`src/rtl/muldiv_if.sv`:
```
// Issue/result bundle between the EX stage and the mul/div unit.
// Optional div_zero flag exists only when MULDIV_DIVZERO_EN is defined.
interface muldiv_if #(
  parameter int WIDTH = 32
);
  logic             start;
  logic [5:0]       funct;
  logic [WIDTH-1:0] rs_val;
  logic [WIDTH-1:0] rt_val;
  logic             flush;
  logic             busy;
  logic             done;
  logic [WIDTH-1:0] hi;
  logic [WIDTH-1:0] lo;
`ifdef MULDIV_DIVZERO_EN
  logic             div_zero;
`endif

  modport master (
    output start, funct, rs_val, rt_val, flush,
`ifdef MULDIV_DIVZERO_EN
    input  busy, done, hi, lo, div_zero
`else
    input  busy, done, hi, lo
`endif
  );

  modport slave (
    input  start, funct, rs_val, rt_val, flush,
`ifdef MULDIV_DIVZERO_EN
    output busy, done, hi, lo, div_zero
`else
    output busy, done, hi, lo
`endif
  );
endinterface

```
`src/rtl/muldiv_unit.sv`:
```
// Iterative MULT/MULTU/DIV/DIVU with HI/LO, one bit per cycle.
// MULDIV_DIVZERO_EN: short-circuit divide by zero and flag it.
module muldiv_unit #(
  parameter int WIDTH = 32,
  parameter int CNT_W = 6
) (
  input logic     clk,
  input logic     rst,
  muldiv_if.slave bus
);
  localparam int W2 = 2 * WIDTH;

  localparam logic [5:0] F_MULT  = 6'h18;
  localparam logic [5:0] F_MULTU = 6'h19;
  localparam logic [5:0] F_DIV   = 6'h1A;
  localparam logic [5:0] F_DIVU  = 6'h1B;
  localparam logic [5:0] F_MTHI  = 6'h11;
  localparam logic [5:0] F_MTLO  = 6'h13;

  typedef enum logic [1:0] {
    IDLE,
    CALC,
    FIX
  } state_t;

  state_t           state_q, state_d;
  logic [CNT_W-1:0] cnt_q, cnt_d;
  logic [W2-1:0]    acc_q, acc_d;
  logic [WIDTH-1:0] opnd_q, opnd_d;
  logic             is_mul_q, is_mul_d;
  logic             neg_lo_q, neg_lo_d;
  logic             neg_hi_q, neg_hi_d;
  logic             busy_q, busy_d;
  logic             done_q, done_d;
  logic [WIDTH-1:0] hi_q, hi_d;
  logic [WIDTH-1:0] lo_q, lo_d;
`ifdef MULDIV_DIVZERO_EN
  logic             dz_q, dz_d;
  logic             div_zero_q, div_zero_d;
`endif

  logic is_mul, is_div, is_sgn;
  logic is_mthi, is_mtlo;
  assign is_mul  = (bus.funct == F_MULT)
                || (bus.funct == F_MULTU);
  assign is_div  = (bus.funct == F_DIV)
                || (bus.funct == F_DIVU);
  assign is_sgn  = (bus.funct == F_MULT)
                || (bus.funct == F_DIV);
  assign is_mthi = (bus.funct == F_MTHI);
  assign is_mtlo = (bus.funct == F_MTLO);

  logic             a_neg, b_neg;
  logic [WIDTH-1:0] a_mag, b_mag;
  assign a_neg = is_sgn & bus.rs_val[WIDTH-1];
  assign b_neg = is_sgn & bus.rt_val[WIDTH-1];
  assign a_mag = a_neg ? -bus.rs_val : bus.rs_val;
  assign b_mag = b_neg ? -bus.rt_val : bus.rt_val;

  // acc holds {partial, multiplier} or {remainder, quotient}
  logic [WIDTH:0] mul_sum, div_sh, div_diff;
  assign mul_sum  = {1'b0, acc_q[W2-1:WIDTH]}
                  + (acc_q[0] ? {1'b0, opnd_q}
                              : {(WIDTH+1){1'b0}});
  assign div_sh   = {acc_q[W2-1:WIDTH],
                     acc_q[WIDTH-1]};
  assign div_diff = div_sh - {1'b0, opnd_q};

  logic [W2-1:0]    prod_fix;
  logic [WIDTH-1:0] quot_fix, rem_fix;
  assign prod_fix = neg_lo_q ? -acc_q : acc_q;
  assign quot_fix = neg_lo_q ? -acc_q[WIDTH-1:0]
                             : acc_q[WIDTH-1:0];
  assign rem_fix  = neg_hi_q ? -acc_q[W2-1:WIDTH]
                             : acc_q[W2-1:WIDTH];

  always_comb begin
    state_d  = state_q;
    cnt_d    = cnt_q;
    acc_d    = acc_q;
    opnd_d   = opnd_q;
    is_mul_d = is_mul_q;
    neg_lo_d = neg_lo_q;
    neg_hi_d = neg_hi_q;
    busy_d   = busy_q;
    done_d   = 1'b0;
    hi_d     = hi_q;
    lo_d     = lo_q;
`ifdef MULDIV_DIVZERO_EN
    dz_d       = dz_q;
    div_zero_d = 1'b0;
`endif
    unique case (state_q)
      IDLE: begin
        if (bus.start && !bus.flush) begin
          unique case (1'b1)
            is_mthi: hi_d = bus.rs_val;
            is_mtlo: lo_d = bus.rs_val;
            is_mul: begin
              state_d  = CALC;
              cnt_d    = '0;
              busy_d   = 1'b1;
              is_mul_d = 1'b1;
              neg_lo_d = a_neg ^ b_neg;
              neg_hi_d = 1'b0;
              acc_d    = {{WIDTH{1'b0}}, b_mag};
              opnd_d   = a_mag;
`ifdef MULDIV_DIVZERO_EN
              dz_d     = 1'b0;
`endif
            end
            is_div: begin
              state_d  = CALC;
              cnt_d    = '0;
              busy_d   = 1'b1;
              is_mul_d = 1'b0;
              neg_lo_d = a_neg ^ b_neg;
              neg_hi_d = a_neg;
              acc_d    = {{WIDTH{1'b0}}, a_mag};
              opnd_d   = b_mag;
`ifdef MULDIV_DIVZERO_EN
              dz_d     = 1'b0;
              // Preload the final answer and go straight to FIX
              if (bus.rt_val == '0) begin
                state_d  = FIX;
                dz_d     = 1'b1;
                neg_lo_d = 1'b0;
                neg_hi_d = 1'b0;
                acc_d    = {bus.rs_val, {WIDTH{1'b1}}};
              end
`endif
            end
            default: ;
          endcase
        end
      end
      CALC: begin
        if (bus.flush) begin
          state_d = IDLE;
          busy_d  = 1'b0;
        end else begin
          if (is_mul_q)
            acc_d = {mul_sum, acc_q[WIDTH-1:1]};
          else if (div_diff[WIDTH])
            acc_d = {div_sh[WIDTH-1:0],
                     acc_q[WIDTH-2:0], 1'b0};
          else
            acc_d = {div_diff[WIDTH-1:0],
                     acc_q[WIDTH-2:0], 1'b1};
          cnt_d = cnt_q + 1'b1;
          if (cnt_q == CNT_W'(WIDTH - 1))
            state_d = FIX;
        end
      end
      FIX: begin
        state_d = IDLE;
        busy_d  = 1'b0;
        if (!bus.flush) begin
          done_d = 1'b1;
          if (is_mul_q) begin
            hi_d = prod_fix[W2-1:WIDTH];
            lo_d = prod_fix[WIDTH-1:0];
          end else begin
            hi_d = rem_fix;
            lo_d = quot_fix;
          end
`ifdef MULDIV_DIVZERO_EN
          div_zero_d = dz_q;
`endif
        end
      end
      default: begin
        state_d = IDLE;
        busy_d  = 1'b0;
      end
    endcase
  end

  always_ff @(posedge clk or posedge rst) begin
    if (rst) begin
      state_q  <= IDLE;
      cnt_q    <= '0;
      acc_q    <= '0;
      opnd_q   <= '0;
      is_mul_q <= 1'b0;
      neg_lo_q <= 1'b0;
      neg_hi_q <= 1'b0;
      busy_q   <= 1'b0;
      done_q   <= 1'b0;
      hi_q     <= '0;
      lo_q     <= '0;
`ifdef MULDIV_DIVZERO_EN
      dz_q       <= 1'b0;
      div_zero_q <= 1'b0;
`endif
    end else begin
      state_q  <= state_d;
      cnt_q    <= cnt_d;
      acc_q    <= acc_d;
      opnd_q   <= opnd_d;
      is_mul_q <= is_mul_d;
      neg_lo_q <= neg_lo_d;
      neg_hi_q <= neg_hi_d;
      busy_q   <= busy_d;
      done_q   <= done_d;
      hi_q     <= hi_d;
      lo_q     <= lo_d;
`ifdef MULDIV_DIVZERO_EN
      dz_q       <= dz_d;
      div_zero_q <= div_zero_d;
`endif
    end
  end

  assign bus.busy = busy_q;
  assign bus.done = done_q;
  assign bus.hi   = hi_q;
  assign bus.lo   = lo_q;
`ifdef MULDIV_DIVZERO_EN
  assign bus.div_zero = div_zero_q;
`endif
endmodule
```
`src/flat_wrapper.sv`:
```
// flat-port wrapper written by rule: the top's interface ports become plain ports
module muldiv_unit_flat 
#(
  parameter int WIDTH = 32,
  parameter int CNT_W = 6
)
  (clk, rst, bus_start, bus_funct, bus_rs_val, bus_rt_val, bus_flush, bus_busy, bus_done, bus_hi, bus_lo);
  muldiv_if #(.WIDTH(WIDTH)) bus_i ();
  input logic clk;
  input logic rst;
  input wire logic [$bits(bus_i.start)-1:0] bus_start;
  input wire logic [$bits(bus_i.funct)-1:0] bus_funct;
  input wire logic [$bits(bus_i.rs_val)-1:0] bus_rs_val;
  input wire logic [$bits(bus_i.rt_val)-1:0] bus_rt_val;
  input wire logic [$bits(bus_i.flush)-1:0] bus_flush;
  output wire logic [$bits(bus_i.busy)-1:0] bus_busy;
  output wire logic [$bits(bus_i.done)-1:0] bus_done;
  output wire logic [$bits(bus_i.hi)-1:0] bus_hi;
  output wire logic [$bits(bus_i.lo)-1:0] bus_lo;
  assign bus_i.start = bus_start;
  assign bus_i.funct = bus_funct;
  assign bus_i.rs_val = bus_rs_val;
  assign bus_i.rt_val = bus_rt_val;
  assign bus_i.flush = bus_flush;
  assign bus_busy = bus_i.busy;
  assign bus_done = bus_i.done;
  assign bus_hi = bus_i.hi;
  assign bus_lo = bus_i.lo;
  muldiv_unit #(.WIDTH(WIDTH), .CNT_W(CNT_W)) u_core (.clk(clk), .rst(rst), .bus(bus_i));
endmodule
```
`config.mk`:
```
export PLATFORM = sky130hd
export DESIGN_NAME = muldiv_unit_flat
export DESIGN_NICKNAME = d
export VERILOG_FILES = /design/src/rtl/muldiv_if.sv /design/src/rtl/muldiv_unit.sv /design/src/flat_wrapper.sv
export SDC_FILE = /design/constraint.sdc
export NUM_CORES = 1
export LEC_CHECK = 0
export BUFFER_PORTS_ARGS = -buffer_cell sky130_fd_sc_hd__buf_2
export CAP_MARGIN = 20
export CORE_ASPECT_RATIO = 1.75
export CORE_MARGIN = 2
export CORE_UTILIZATION = 61
export CTS_BUF_LIST = sky130_fd_sc_hd__clkbuf_16
export CTS_CLUSTER_SIZE = 16
export DETAILED_ROUTE_END_ITERATION = 10
export PLACE_DENSITY_LB_ADDON = 0.05
export SYNTH_ARGS = -nofsm -noshare
export SYNTH_HDL_FRONTEND = slang
export SYNTH_SLANG_ARGS = --single-unit
```
`constraint.sdc`:
```
create_clock -name clk -period 8.4 [get_ports clk]
set_input_delay 1.68 -clock clk [delete_from_list [all_inputs] [get_ports clk]]
set_output_delay 1.68 -clock clk [all_outputs]
set_load 0.005 [all_outputs]
```
# Word-level counts from Yosys, hierarchy flattened
# Index checks and enable logic that the tools add are counted.
# totals
ff_bits	173
in_bits	74
output_inout_bits	66
wordCells	98
# classes
add_sub_neg	8
n_eq_ne	18
n_mux	40
bitwise	3
n_reduce_logical	18
# op_table
cell	count
$mux W32	13
$mux W64	5
$pmux W64 S2	2
$pmux W32 S2	3
$neg A32 Y32	4
$neg A64 Y64	1
$eq A6 B5 Y1 const B	7
$add A32 B33 Y33	1
$sub A33 B32 Y33	1
$mux W6	3
$reduce_and A4 Y1	4
$pmux W6 S2	1
$reduce_and A3 Y1	4
$mux W2	4
$ne A2 B2 Y1 const B	4
$add A6 B1 Y6 const B	1
$ne A2 B1 Y1 const B	3
$pmux W1 S2	3
$reduce_bool A2 Y1	3
$mux W1	5
$pmux W2 S2	1
$logic_or A1 B1 Y1	3
$ne A3 B1 Y1 const B	1
$ne A3 B2 Y1 const B	1
8 further kinds	9

# Logic depth before layout (Yosys ltp)
# Gate-level depths: netlist of run 1.
# depth
word_depth	7
depth_mapped	14
depth_no_buf	13

# Least setup slack after synthesis of run 1
# No wires, ideal clock.
# synth_timing
path_type	input to register
from	input port bus_rt_val[9]
to	register u_core.acc_q[29]
setup_ns	0.126
t_arrival_ns	4.096
t_required_ns	8.274
setup_slack_ns	4.178
path_stages	8
path_buffers	0
path_cell_list	or4_1 > or4_1 > or3_1 > o41ai_2 > nand2_1 > xnor2_1 > mux2i_1 > a221o_1
# synth_between
elab_chain_len	5
# synth_rtl
item	line_no	text
start: declaration	flat_wrapper.sv:14	input wire logic [$bits(bus_i.rt_val)-1:0] bus_rt_val;
$neg A32 Y32	muldiv_unit.sv:58	assign b_mag = b_neg ? -bus.rt_val : bus.rt_val;
$mux W32	muldiv_unit.sv:58	
$pmux W64 S2	muldiv_unit.sv:96	unique case (1'b1)
$mux W64	muldiv_unit.sv:95	if (bus.start && !bus.flush) begin
$pmux W64 S2	muldiv_unit.sv:93	unique case (state_q)
end signal: assignment	muldiv_unit.sv:183	acc_q <= '0;
end signal: assignment	muldiv_unit.sv:199	acc_q <= acc_d;
end: declaration	muldiv_unit.sv:28	logic [W2-1:0] acc_q, acc_d;
# No other way between the ends. The select of a mux whose other input is x is not followed.
# A chain may end at the register's enable or synchronous reset.

# Worst setup path in the final report of run 1
# layout_timing
from	register u_core.acc_q[0]
to	register u_core.acc_q[60]
# layout_between
elab_chain_len	5
# layout_rtl
item	line_no	text
$mux W32	muldiv_unit.sv:63	+ (acc_q[0] ? {1'b0, opnd_q}
$add A32 B33 Y33	muldiv_unit.sv:63	
$mux W64	muldiv_unit.sv:142	if (is_mul_q)
$mux W64	muldiv_unit.sv:138	if (bus.flush) begin
$pmux W64 S2	muldiv_unit.sv:93	
# No other way between the ends. The select of a mux whose other input is x is not followed.

==> impl_metrics.yaml, run 1 <==
pwr:
  leakage_nw: 7.55
  vdd_drop_max_mv: 0.174
  pwr-share-seq: 0.352
  switching_power_mw: 1.55
  swShare: 0.442
  p_int_mw: 1.95
  power_density_nw_per_um2: 214
  pwr-share-comb: 0.426
  power_frac_clock: 0.221
worst_setup_path:
  path_cells: "inv_1, buf_4, nor2_1, ha_1, a21o_1, a221o_1, nor3_1, o2111ai_1, a2111oi_0, nor3_1, xor2_1, a22oi_1, o21ai_0"
  worstPathArrival_ns: 4.64
  crit_top_cell: "nor3_1"
  cp_top_family: "compound AO/OA/AOI/OAI gates"
  cpMaxStageDelayCell: "a2111oi_0"
  cpPeakStageDelay_ns: 0.55
  worst-path-buf-inv: 2
  critPathKind: "register to register"
  start_kind: "register"
  cp_max_fo: 30
  crit_path_end_kind: "register"
  worst_ep_required_time_ns: 8.70
timing:
  post-route-period-util: 0.516
  rsz0062_at_grt: "false"
  setup_tns_ns: 0
  fmaxAchievable_mhz: 231
  worst_pin_slew_ns: 1.07
  slew_headroom: 0.286
  setup_viol: 0
  drv_slew: 0
  skew_ns: 0.0114
  hold_viol_final: 0
  fin_crit_ns: 4.34
cts:
  root_buffer: "clkbuf_16"
  clock_latency_ns: 0.46
  post_cts_resized: 0
  cts_inserted_buffers: 17
  cts.sink_count: 173
  post_cts_buffers: 0
  clkTransAtPathRegs_ns: 0.07
  clk_path_buf_depth: 2
  htree_levels: 4
  postCtsHoldBufs: 0
  cts_tree: "built"
layout:
  areaGrowthSynthToFinish_pct: 9.59
  final_cell_mix: "215 x nor2_1, 206 x nand2_1, 172 x dfrtp_1"
  fillers: 2180
  nets: 2124
  drive_gt1_frac: 0.111
  final_common_cell: "nor2_1"
  instances_no_fill: 2301
floorplan:
  initial_utilization: 0.620
  rows: 75
  core_um2: 24000
  die_w_um: 122
  die_area_um2: 25700
  fp.dieH_um: 211
  ios: 140
logic_synthesis:
  avgSynthCellArea_um2: 7.79
  synthArstFlopShare: 1.00
  synth_warnings: 0
  yosys.cell_types.count: 75
  syn_inst: 1914
  synth_flop_cell: "dfrtp_1"
  yosysSeqAreaShare: 0.290
  syn_area_um2: 14900
  synthesis.nets: 2059
  synth-edff-count: 0
  synth-seq-cells: 173
global_routing:
  overflow: 0
  antenna_found_initial: 1
  grt_pass1_vias: 15209
  grt_max_degree: 109
  grt.total_usage: 0.447
  grt_pass1_wl_um: 86400
routing:
  wl_per_cell_um: 24.9
  vias: 15626
  viasPerCell: 6.79
  drc: 0
  drtIter0Drc: 1447
  ant_nets: 0
  totalWireLength_um: 57300
  firstDrtPassIters: 6
run_status:
  status: "complete, no violations"
run:
  cap_violations: 0
placed_design:
  numPortBuffers: 139
  gp_congestion: 1.00
  placedCellCount: 2266
  hpwlAfterDp_um: 43600
hold_path:
  hp-class: "register to register"
==> worst min-delay path: stages (launching register included) <==
cell     delay (ns)
dfrtp_1        0.33
nand2_1        0.05
o31ai_1        0.05
==> cell type report <==
type	instances	area (um2)	area share
Antenna cell	1	2.50	0.000153
Clock buffer	17	425	0.0260
Clock inverter	15	123	0.00751
Inverter	66	253	0.0155
Multi-Input combinational cell	1562	9930	0.608
Sequential cell	173	4330	0.265
Tap cell	308	385	0.0236
Timing Repair Buffer	159	886	0.0542
==> metal layers <==
| layer | up-vias | global-route usage | part of all wire |
|---|---|---|---|
| li1 | 7001 | - | - |
| met1 | 7429 | 0.454 | 0.33 |
| met2 | 852 | 0.755 | 0.48 |
| met3 | 344 | 0.0883 | 0.071 |
| met4 | 0 | 0.415 | 0.12 |
| met5 | - | 0 | 0 |
==> synth_stat cells (9+ instances only) <==
master    count  share of area
a211oi_1     16         0.0081
a21o_1       32          0.016
a21oi_1     168          0.056
a22oi_1      17         0.0086
a31oi_1      33          0.014
and2_1       17         0.0071
and3_1       14         0.0059
clkbuf_1     99          0.025
dfrtp_1     173           0.29
ha_1         69          0.058
inv_1        66          0.017
mux2i_1      61          0.041
nand2_1     207          0.052
nand2b_1     15         0.0063
nand3_1      33          0.011
nand4_1       9         0.0038
nor2_1      217          0.055
nor2b_1      15         0.0063
nor3_1       50          0.017
nor4_1       13         0.0055
o211ai_1     23          0.012
o21a_1       10         0.0050
o21ai_0     150          0.050
o221ai_1     14         0.0082
o31ai_1      52          0.026
or3_1        24          0.010
or4_1        15         0.0076
xnor2_1     105          0.062
xor2_1       69          0.041
==> logic make-up (layout without fill, tap and decap cells) <==
group	Yosys count	after routing	share of synthesized area
muxes	62	62	0.0417
DFF	173	173	0.290
buffers and inverters	179	257	0.0459
adders and majority gates	71	71	0.0606
other	0	1	0
and+or+nand+nor	661	661	0.207
xor gates and xnor gates	174	174	0.102
AOI/OAI and AO/OA	594	594	0.252
==> stage by stage <==
stage	area (um2)	setup slack (ns)	utilization	hold WS (ns)	power, mW
6_report	16300	4.06	0.680	0.471	3.50
2_1_floorplan	14900	2.03	-	0.450	2.19
5_1_grt	16300	3.85	0.680	0.501	3.67
3_3_place_gp	15700	3.75	0.655	0.458	2.64
4_1_cts	16300	4.13	0.678	0.475	3.44
3_5_place_dp	15700	3.67	0.655	0.460	2.67
==> registers in the layout, summed over array words and instances, names as in the netlist, 2 cells and up <==
signal          flops
u_core.opnd_q      32
u_core.state_q      2
u_core.acc_q       64
u_core.bus.lo      32
u_core.bus.hi      32
u_core.cnt_q        6
==> power groups by stage <==
| stage | Sequential [mW] | Combinational, mW | Clock, mW |
|---|---|---|---|
| floorplan | 1.10 | 1.10 | 0 |
| global placement | 1.22 | 1.42 | 0 |
| detailed placement | 1.23 | 1.45 | 0 |
| CTS | 1.21 | 1.46 | 0.770 |
| global route | 1.23 | 1.63 | 0.802 |
| finish | 1.23 | 1.49 | 0.774 |
==> worst paths after layout <==
kind                                              startpoint                      endpoint  slack (ns)  depth (start not counted)
max in group asynchronous                                rst   u_core.is_mul_q$_DFFE_PP0P_        5.55                          4
worst max register to register   u_core.acc_q[0]$_DFFE_PP0P_  u_core.acc_q[60]$_DFFE_PP0P_        4.06                         13
min in group asynchronous                                rst   u_core.bus.busy$_DFFE_PP0P_        1.12                          2
worst min-delay path            u_core.bus.hi[3]$_DFFE_PP0P_  u_core.bus.hi[3]$_DFFE_PP0P_        0.47                          2
worst min register to register  u_core.bus.hi[3]$_DFFE_PP0P_  u_core.bus.hi[3]$_DFFE_PP0P_        0.47                          2
worst max-delay path             u_core.acc_q[0]$_DFFE_PP0P_  u_core.acc_q[60]$_DFFE_PP0P_        4.06                         13
Note: power is estimated with default switching activity, not from simulation.
==> inputs of run 2 (changes only) <==
CORE_UTILIZATION = 56   (was 61)
clock period = 3.7 ns   (was 8.4 ns; I/O delays follow)
==> run 2 against run 1 <==
Against the previous run:
- maximum frequency is 23% higher
- highest routed layer unchanged
- critical endpoint is now u_core.acc_q[36]$_DFFE_PP0P_
- hold slack got worse by 0.11 ns
- wire length increased by 9.1%
- core utilization fell by 2.4 points
- non-clock buffer count rose by 115
- global-route usage down 0.32 points
- sequential cell count stayed put
- design area increased by 5.9%
- first-iteration DRC count down 9.8%
- power up 150%
- critical path depth fell by 1
==> impl_metrics.yaml, run 2 (synthesis results as in run 1) <==
cts:
  postCtsHoldBufs: 0
  htree_levels: 4
  clk_path_buf_depth: 2
  clkTransAtPathRegs_ns: 0.08
  cts_tree: "built"
  root_buffer: "clkbuf_16"
  cts.sink_count: 173
  cts_inserted_buffers: 17
  clock_latency_ns: 0.46
pwr:
  switching_power_mw: 3.81
  p_int_mw: 4.77
  pwr-share-comb: 0.475
  swShare: 0.444
  pwr-share-seq: 0.302
  power_frac_clock: 0.223
  power_density_nw_per_um2: 496
  leakage_nw: 8.16
  vdd_drop_max_mv: 0.359
timing:
  setup_viol: 0
  post-route-period-util: 0.956
  rsz0062_at_grt: "false"
  setup_tns_ns: 0
  hold_viol_final: 0
  fmaxAchievable_mhz: 283
  fin_crit_ns: 3.54
  drv_slew: 0
  skew_ns: 0.0128
  slew_headroom: 0.355
  worst_pin_slew_ns: 0.965
  finalHoldWorstSlack_ns: 0.361
worst_setup_path:
  start_kind: "register"
  crit_path_end_kind: "register"
  r2r_cells: 12
  worst_ep_required_time_ns: 4.08
  worstPathArrival_ns: 3.92
  cp_max_fo: 13
  critPathKind: "register to register"
layout:
  instances_no_fill: 2432
  largest-register: "u_core.acc_q"
  final_cell_mix: "216 x nor2_1, 206 x nand2_1, 172 x dfrtp_1"
  fillers: 2362
  final_common_cell: "nor2_1"
  drive_gt1_frac: 0.160
  stdcell_area_um2: 17300
  areaGrowthSynthToFinish_pct: 16.1
  largest_register_ffs: 64
  nets: 2239
global_routing:
  antenna_found_initial: 1
  busiest_layer: "met2"
  met3_usage: 0.0767
  grt_max_degree: 72
  grt.total_usage: 0.444
  grt_pass1_vias: 15595
  use_met2: 0.779
  gr-usage-met1: 0.436
  grt_pass1_wl_um: 92300
  overflow: 0
floorplan:
  fp.dieH_um: 220
  die_w_um: 127
  initial_utilization: 0.565
  rows: 79
  core_um2: 26400
  die_area_um2: 28000
  ios: 140
routing:
  vias: 15980
  wl_per_cell_um: 25.7
  ant_nets: 0
  totalWireLength_um: 62500
  viasPerCell: 6.57
  firstDrtPassIters: 6
  drc: 0
  drtIter0Drc: 1305
run:
  cap_violations: 0
hold_path:
  hp-class: "primary input to async pin"
run_status:
  status: "complete, no violations"
placed_design:
  gp_congestion: 1.04
  placedCellCount: 2399
  placed_area_um2: 16700
  numPortBuffers: 139
  hpwlAfterDp_um: 49400
==> run 2: per-stage QoR <==
stage               total power, mW  worst slack, ns  utilization
CTS                            8.47           0.0613        0.655
floorplan                      4.98            0.418            -
global placement               6.49           0.0510        0.632
global route                   8.96           0.0228        0.655
finish                         8.58            0.162        0.656
detailed placement             6.56           0.0495        0.632
==> run 2: worst paths after layout <==
kind | startpoint | endpoint | slack, ns
setup reg to reg | u_core.opnd_q[18]$_DFFE_PP0P_ | u_core.acc_q[36]$_DFFE_PP0P_ | 0.16
hold reg to reg | u_core.bus.lo[6]$_DFFE_PP0P_ | u_core.bus.lo[6]$_DFFE_PP0P_ | 0.47
setup / recovery | u_core.opnd_q[18]$_DFFE_PP0P_ | u_core.acc_q[36]$_DFFE_PP0P_ | 0.16
min in group clk | u_core.bus.lo[6]$_DFFE_PP0P_ | u_core.bus.lo[6]$_DFFE_PP0P_ | 0.47
hold / removal | rst | u_core.acc_q[6]$_DFFE_PP0P_ | 0.36
max in group asynchronous | rst | u_core.bus.hi[12]$_DFFE_PP0P_ | 2.51
==> run 2: repair_timing <==
item	in CTS	in global routing
buffers inserted	0	0
endpoints found under the hold margin	0	0
setup endpoints to repair	0	17
resized for setup	0	4
==> run 2: layout make-up <==
cell class	instances	area, um2	share of cell area
Multi-Input combinational cell	1562	9940	0.575
Sequential cell	173	4330	0.250
Timing Repair Buffer	274	1770	0.102
Clock buffer	17	425	0.0246
Tap cell	324	405	0.0234
Inverter	66	251	0.0145
Clock inverter	15	173	0.00998
Antenna cell	1	2.50	0.000145
==> run 2: metal layers <==
metal / wire, um / part of all wire / vias to the layer above
met5: 0 / 0 / -
met4: 7250 / 0.12 / 0
met3: 3760 / 0.060 / 315
met2: 31300 / 0.50 / 803
met1: 20200 / 0.32 / 7610
li1: - / - / 7252
==> run 2: worst max-delay path, cell delays in order (launching register included) <==
cell	delay [ns]
dfrtp_1	0.37
inv_1	0.16
ha_1	0.27
o21ai_0	0.50
o211ai_1	0.16
a21o_1	0.19
a221o_1	0.34
a41oi_1	0.31
buf_4	0.18
a31oi_1	0.12
and2_2	0.35
o311a_1	0.36
o21ai_1	0.13
==> run 2: power groups by stage <==
stage	Combinational [mW]	Clock [mW]	Sequential, mW
6_report	4.07	1.91	2.59
3_5_place_dp	3.95	0	2.61
2_1_floorplan	2.49	0	2.49
4_1_cts	3.98	1.92	2.57
3_3_place_gp	3.89	0	2.60
5_1_grt	4.37	1.97	2.62
